<file path="config.mk">
export PLATFORM = sky130hd
export DESIGN_NAME = udma_ext_per_tx_arbiter
export DESIGN_NICKNAME = d
export VERILOG_FILES = /design/src/rtl/udma_ext_per_arb_pkg.sv /design/src/rtl/udma_ext_per_id_fifo.sv /design/src/rtl/udma_ext_per_tx_arbiter.sv
export SDC_FILE = /design/constraint.sdc
export NUM_CORES = 1
export LEC_CHECK = 0
export BUFFER_PORTS_ARGS = -buffer_cell sky130_fd_sc_hd__buf_2
export CAP_MARGIN = 20
export CORE_MARGIN = 2
export CORE_UTILIZATION = 43
export CTS_BUF_LIST = sky130_fd_sc_hd__clkbuf_4 sky130_fd_sc_hd__clkbuf_8 sky130_fd_sc_hd__clkbuf_16
export DETAILED_ROUTE_END_ITERATION = 8
export GPL_TIMING_DRIVEN = 0
export PLACE_DENSITY = 0.76
export SYNTH_ARGS = -nofsm -noshare
export SYNTH_HDL_FRONTEND = slang
export SYNTH_SLANG_ARGS = --single-unit
</file>
<file path="constraint.sdc">
create_clock -name clk_i -period 3.7 [get_ports clk_i]
set_clock_uncertainty 0.1 [all_clocks]
set_input_delay 0.74 -clock clk_i [delete_from_list [all_inputs] [get_ports clk_i]]
set_output_delay 0.74 -clock clk_i [all_outputs]
set_load 0.02 [all_outputs]
</file>
<file path="src/rtl/udma_ext_per_arb_pkg.sv">
// rtl/udma_ext_per_arb_pkg.sv - shared types and helpers for the external-peripheral TX arbiter
package udma_ext_per_arb_pkg;

  // Arbiter FSM states
  typedef enum logic [1:0] {
    IDLE = 2'd0,
    ARB  = 2'd1,
    LOCK = 2'd2
  } arb_state_e;

  // Width of a requester ID; never narrower than one bit
  function automatic int id_w(input int n_req);
    return (n_req > 1) ? $clog2(n_req) : 1;
  endfunction

endpackage

</file>
<file path="src/rtl/udma_ext_per_id_fifo.sv">
// rtl/udma_ext_per_id_fifo.sv - in-order FIFO of requester IDs for routing read returns
module udma_ext_per_id_fifo
  import udma_ext_per_arb_pkg::*;
#(
  parameter int ID_W  = 2,
  parameter int DEPTH = 4   // power of two, >= 2
) (
  input  logic            clk_i,
  input  logic            rst_i,
  input  logic            i_push,
  input  logic [ID_W-1:0] i_id,
  input  logic            i_pop,
  output logic            o_full,
  output logic            o_empty,
  output logic [ID_W-1:0] o_head
);

  localparam int AW = $clog2(DEPTH);
  localparam int CW = AW + 1;

  logic [ID_W-1:0] r_mem [DEPTH];
  logic [AW-1:0]   r_wptr;
  logic [AW-1:0]   r_rptr;
  logic [CW-1:0]   r_cnt;
  logic            w_do_push;
  logic            w_do_pop;

  // Fullness is evaluated before any same-cycle pop, so a full FIFO never accepts a push
  assign o_full    = (r_cnt == CW'(DEPTH));
  assign o_empty   = (r_cnt == '0);
  assign o_head    = r_mem[r_rptr];
  assign w_do_push = i_push & ~o_full;
  assign w_do_pop  = i_pop & ~o_empty;

  // ID storage; contents are don't-care while the count says empty
  always_ff @(posedge clk_i) begin
    if (w_do_push) begin
      r_mem[r_wptr] <= i_id;
    end
  end

  // Pointers wrap naturally at DEPTH; count tracks occupancy
  always_ff @(posedge clk_i or posedge rst_i) begin
    if (rst_i) begin
      r_wptr <= '0;
      r_rptr <= '0;
      r_cnt  <= '0;
    end else begin
      if (w_do_push) r_wptr <= r_wptr + 1'b1;
      if (w_do_pop)  r_rptr <= r_rptr + 1'b1;
      case ({w_do_push, w_do_pop})
        2'b10:   r_cnt <= r_cnt + 1'b1;
        2'b01:   r_cnt <= r_cnt - 1'b1;
        default: r_cnt <= r_cnt;
      endcase
    end
  end

endmodule

</file>
<file path="src/rtl/udma_ext_per_tx_arbiter.sv">
// rtl/udma_ext_per_tx_arbiter.sv - round-robin burst arbiter for the uDMA TX read channel (option: EXT_PER_ARB_PRIO_EN)
module udma_ext_per_tx_arbiter
  import udma_ext_per_arb_pkg::*;
#(
  parameter int N_REQ           = 4,
  parameter int BURST_LEN       = 4,
  parameter int MAX_OUTSTANDING = 4
) (
  input  logic               clk_i,
  input  logic               rst_i,
  input  logic [N_REQ-1:0]   req_i,
  input  logic [2*N_REQ-1:0] datasize_i,
  output logic [N_REQ-1:0]   gnt_o,
  output logic [N_REQ-1:0]   valid_o,
  input  logic [N_REQ-1:0]   ready_i,
`ifdef EXT_PER_ARB_PRIO_EN
  input  logic [N_REQ-1:0]   prio_i,
`endif
  output logic [31:0]        data_o,
  output logic               data_tx_req_o,
  input  logic               data_tx_gnt_i,
  output logic [1:0]         data_tx_datasize_o,
  input  logic [31:0]        data_tx_i,
  input  logic               data_tx_valid_i,
  output logic               data_tx_ready_o,
  output logic               busy_o,
  output logic               err_o
);

  localparam int ID_W  = id_w(N_REQ);
  localparam int BCW   = $clog2(BURST_LEN + 1);

  arb_state_e      r_state;
  arb_state_e      w_next_state;
  logic [ID_W-1:0] r_rr_ptr;
  logic [ID_W-1:0] r_win;
  logic [BCW-1:0]  r_burst_cnt;
  logic            r_err;

  logic [ID_W-1:0] w_arb_pick;
  logic            w_push;
  logic            w_pop;
  logic            w_full;
  logic            w_empty;
  logic [ID_W-1:0] w_head;
  logic            w_prio_exit;

  // First set bit of mask searching upward from ptr+1, wrapping modulo N_REQ
  function automatic logic [ID_W-1:0] rr_pick(input logic [N_REQ-1:0] mask,
                                              input logic [ID_W-1:0]  ptr);
    logic [ID_W-1:0] pick;
    logic            found;
    int              idx;
    pick  = '0;
    found = 1'b0;
    for (int k = 0; k < N_REQ; k++) begin
      idx = (int'(ptr) + 1 + k) % N_REQ;
      if (!found && mask[idx]) begin
        found = 1'b1;
        pick  = ID_W'(idx);
      end
    end
    return pick;
  endfunction

`ifdef EXT_PER_ARB_PRIO_EN
  logic [N_REQ-1:0] w_prio_req;
  assign w_prio_req  = req_i & prio_i;
  // Priority requesters are searched first; the rest only when none is pending
  assign w_arb_pick  = (|w_prio_req) ? rr_pick(w_prio_req, r_rr_ptr) : rr_pick(req_i, r_rr_ptr);
  // A non-priority owner yields as soon as a priority request shows up
  assign w_prio_exit = ~prio_i[r_win] & (|w_prio_req);
`else
  assign w_arb_pick  = rr_pick(req_i, r_rr_ptr);
  assign w_prio_exit = 1'b0;
`endif

  // Next-state and forward-path outputs; the channel is only driven while an owner holds it
  always_comb begin
    w_next_state       = r_state;
    data_tx_req_o      = 1'b0;
    data_tx_datasize_o = 2'b00;
    gnt_o              = '0;
    w_push             = 1'b0;
    case (r_state)
      IDLE: begin
        if (|req_i) w_next_state = ARB;
      end
      ARB: begin
        w_next_state = (|req_i) ? LOCK : IDLE;
      end
      LOCK: begin
        data_tx_req_o      = req_i[r_win] & ~w_full;
        data_tx_datasize_o = datasize_i[{r_win, 1'b0} +: 2];
        w_push             = data_tx_req_o & data_tx_gnt_i;
        gnt_o[r_win]       = w_push;
        if (!req_i[r_win] || (w_push && (r_burst_cnt == BCW'(BURST_LEN - 1))) || w_prio_exit) begin
          w_next_state = ARB;
        end
      end
      default: w_next_state = IDLE;
    endcase
  end

  // State, owner, burst counter and round-robin pointer
  always_ff @(posedge clk_i or posedge rst_i) begin
    if (rst_i) begin
      r_state     <= IDLE;
      r_rr_ptr    <= '0;
      r_win       <= '0;
      r_burst_cnt <= '0;
    end else begin
      r_state <= w_next_state;
      if (r_state == ARB && (|req_i)) begin
        r_win       <= w_arb_pick;
        r_burst_cnt <= '0;
      end
      if (r_state == LOCK) begin
        if (w_push) r_burst_cnt <= r_burst_cnt + 1'b1;
        if (w_next_state == ARB) r_rr_ptr <= r_win;
      end
    end
  end

  // Return path steered by the oldest outstanding ID; stray data is accepted and dropped
  always_comb begin
    valid_o = '0;
    if (data_tx_valid_i && !w_empty) valid_o[w_head] = 1'b1;
    data_tx_ready_o = w_empty ? data_tx_valid_i : ready_i[w_head];
  end

  assign w_pop  = data_tx_valid_i & data_tx_ready_o & ~w_empty;
  assign data_o = data_tx_i;
  assign busy_o = (r_state != IDLE) | ~w_empty;
  assign err_o  = r_err;

  // Sticky flag for data arriving with nothing outstanding
  always_ff @(posedge clk_i or posedge rst_i) begin
    if (rst_i) begin
      r_err <= 1'b0;
    end else if (data_tx_valid_i && w_empty) begin
      r_err <= 1'b1;
    end
  end

  udma_ext_per_id_fifo #(
    .ID_W  (ID_W),
    .DEPTH (MAX_OUTSTANDING)
  ) u_id_fifo (
    .clk_i   (clk_i),
    .rst_i   (rst_i),
    .i_push  (w_push),
    .i_id    (r_win),
    .i_pop   (w_pop),
    .o_full  (w_full),
    .o_empty (w_empty),
    .o_head  (w_head)
  );

endmodule

</file>
==> metrics.txt <==
initial antenna violation count 0; CTS Buf Count 3; Post-Route Setup TNS 0 ps; Combinational Power Share 0.502; Synth Cell Area approximately 1600 um2; worst setup path class register to output port; max-cap violations 0; crit path cell chain buf_2, mux4_2, and3_1, buf_2, and2_4, inv_2, nor3_1, buf_2; # nets final ~290; Net Sw Power about 490 uW; Post-synth EDFFs 8; WL/cell approximately 11 um; Final Hold Fails 0; row count 22; commonest cells after routing, fill and taps aside 67 x buf_2, 32 x buf_4, 17 x dfrtp_1; switch share 0.393; setup slack, reg-to-reg ~640 ps; # IOs 98; Crit path buffers/inverters 4; met3 Usage GRT 0.0307; Int Power ~760 uW; First-pass DRT Iterations 4; fill cell count 340; Slew Viols, Final 0; grt ovf 0; measured slew at the worst slew-check pin approximately 670 ps; Post-CTS Hold Fix Bufs 0; CTS tree built; status finished clean; Die ar. about 4300 um2; area grow syn2layout 26.2%; register area share after synthesis 0.405; critical path fanouts, max 9; async set-reset flop share out of synthesis 0.680; final critical-path required period approximately 3200 ps; Largest stage delay, worst path roughly 550 ps; Max Root-Sink Buffers 2; pin count of the biggest net entering global routing 18; DP Wirelength between 2000 and 2500 um; Die Wd 65.9 um; global placement routability congestion just under 0.8; critical path capture point type output port; post-synth cell types 38; DRT iter0 DRCs 23; adder-cell area share of the yosys netlist 0.0654; CTS sink cnt 25; CP top delay family buffers and inverters; Synth Area in Compound Gates 0.0563; post_cts resized 0; multiplexer share of the synthesized area 0.118; Power Density a little over 600 nW/um2; fraction of layout cells with a size suffix above 1 0.522; FF-to-FF Start r_win[0]; WP data arrival approximately 2300 ps; Max-slew headroom 0.555; postcts setup bufs 0; via count 1,287; M1 GR Usage 0.166; Avg Cell Area, Syn 10.5 um2; XOR/XNOR share of the synthesized area 0.0319; clock power share 0.122; Setup crit start kind register; WP depth 8; GR met2 Demand/Resource 0.268; fmax between 300 and 400 MHz; first-pass GRT wire length between 4000 and 5000 um; Flop pwr share 0.376; worst hold path type register to register; initial core utilization 0.449; post-route ant nets 0; post-synthesis register bit count 25; crit share post-route 0.856; vias per std cell approximately 4.7; CP dominant cell by count buf_2; Die Y-Extent around 66 um; post-synthesis simple-gate area fraction 0.142; I/O Buffers between 60 and 70; crit path max-delay cell type mux4_2; FF-to-FF path depth 12; antenna cells 0; Mapped Cells 157; maximum vdd drop about 260 uV; FF+latch area about 670 um2; crit path from r_win[0]; RSZ-0062 raised after global routing no; vias in the first global route 1,159; worst-skew pair later-pin latency around 260 ps; Tot GR Track Use 0.139; clk slew on worst S/H paths 80 ps; Worst Setup EP gnt_o[0]; yosys warns 0; final setup fails 0; htree depth 1; DR DRC count 0; syn nets ~220; core area approximately 3700 um2; routed wire length 2970 um; final core occ 0.567; main combinational cell family by area after synthesis buffers and inverters; Root Driver clkbuf_8; most common cell after layout, fill and taps aside buf_2; multi-input logic area 681 um2; Critical Path RT roughly 2900 ps; busiest grt layer met2; critical register-to-register path endpoint u_id_fifo.r_cnt[2]; Leakage ~0.0011 uW; ys flop type dfrtp_1
## registers in the layout (all words and copies together) (netlist names)
| signal | count |
|---|---|
| r_burst_cnt | 3 |
| u_id_fifo.r_mem | 8 |
| r_win | 2 |
| r_rr_ptr | 2 |
| err_o | 1 |
| u_id_fifo.r_rptr | 2 |
| r_state | 2 |
| u_id_fifo.r_cnt | 3 |
| u_id_fifo.r_wptr | 2 |
## layer usage
| metal | share of wire | vias to the layer above |
|---|---|---|
| met5 | 0 | - |
| met4 | 0 | 0 |
| met3 | 0.092 | 0 |
| met2 | 0.53 | 71 |
| met1 | 0.38 | 578 |
| li1 | - | 638 |
## area by class of cell
type / instances / share of cell area
multi-input cells: 85 / 0.328
plain buffers: 36 / 0.124
clock buffers: 3 / 0.0199
repair buffers: 65 / 0.157
flip-flops and latches: 25 / 0.320
clock inverters: 1 / 0.00241
well taps: 48 / 0.0289
inverters: 11 / 0.0199
## worst min-delay path by stage
stage | slack, ps | from | end | depth (start not counted)
final | 390 | err_o | err_o | 1
after CTS | 390 | err_o | err_o | 1
after global routing | 410 | u_id_fifo.r_cnt[2] | u_id_fifo.r_cnt[2] | 1
after detailed placement | 370 | err_o | err_o | 1
after global placement | 350 | err_o | err_o | 1
after floorplan | 350 | r_burst_cnt[0] | r_burst_cnt[0] | 1
## power by group through the flow
stage	sequential, uW	combinational, uW	clock, uW
final	471	629	153
after global routing	489	705	167
after detailed placement	478	634	0
after global placement	474	621	0
after CTS	472	637	157
after floorplan	465	491	0
## Yosys cell counts, types with 2 or more instances
cell,number,area [um2]
edfxtp_1,8,240
nor2b_1,2,12.5
a21oi_1,2,10.0
inv_1,10,37.5
or3b_2,2,17.5
xnor2_1,3,26.3
nor3_1,2,10.0
o21ai_0,8,40.0
ha_1,7,87.6
nor2_1,6,22.5
and3_1,6,37.5
xor2_1,3,26.3
buf_2,2,10.0
mux2_2,3,33.8
mux4_2,4,90.1
dfrtp_1,17,425
nand3_1,4,20.0
buf_4,32,240
nand2_1,12,45.0
and2_1,2,12.5
clkbuf_1,2,7.51
o21ai_1,2,10.0
mux2i_1,3,30.0
## through the flow
| step | area, um2 | hold slack (ps) | cells | setup slack (ps) | power [uW] |
|---|---|---|---|---|---|
| CTS | 2080 | 392 | 274 | 515 | 1270 |
| floorplan | 1650 | 353 | 157 | 745 | 956 |
| global placement | 2030 | 347 | 270 | 501 | 1100 |
| global route | 2080 | 408 | 274 | 355 | 1360 |
| detailed placement | 2030 | 370 | 270 | 488 | 1110 |
| finish | 2080 | 385 | 274 | 531 | 1250 |
## cells by family (layout without fill, tap and decap cells)
group / count (synthesis) / in the layout
flops: 25 / 25
buf+inv: 47 / 116
mux: 12 / 12
fa+ha+maj: 8 / 8
xor+xnor: 6 / 6
compound gates: 16 / 16
simple gates: 43 / 43
(Power assumes the default switching activity.)
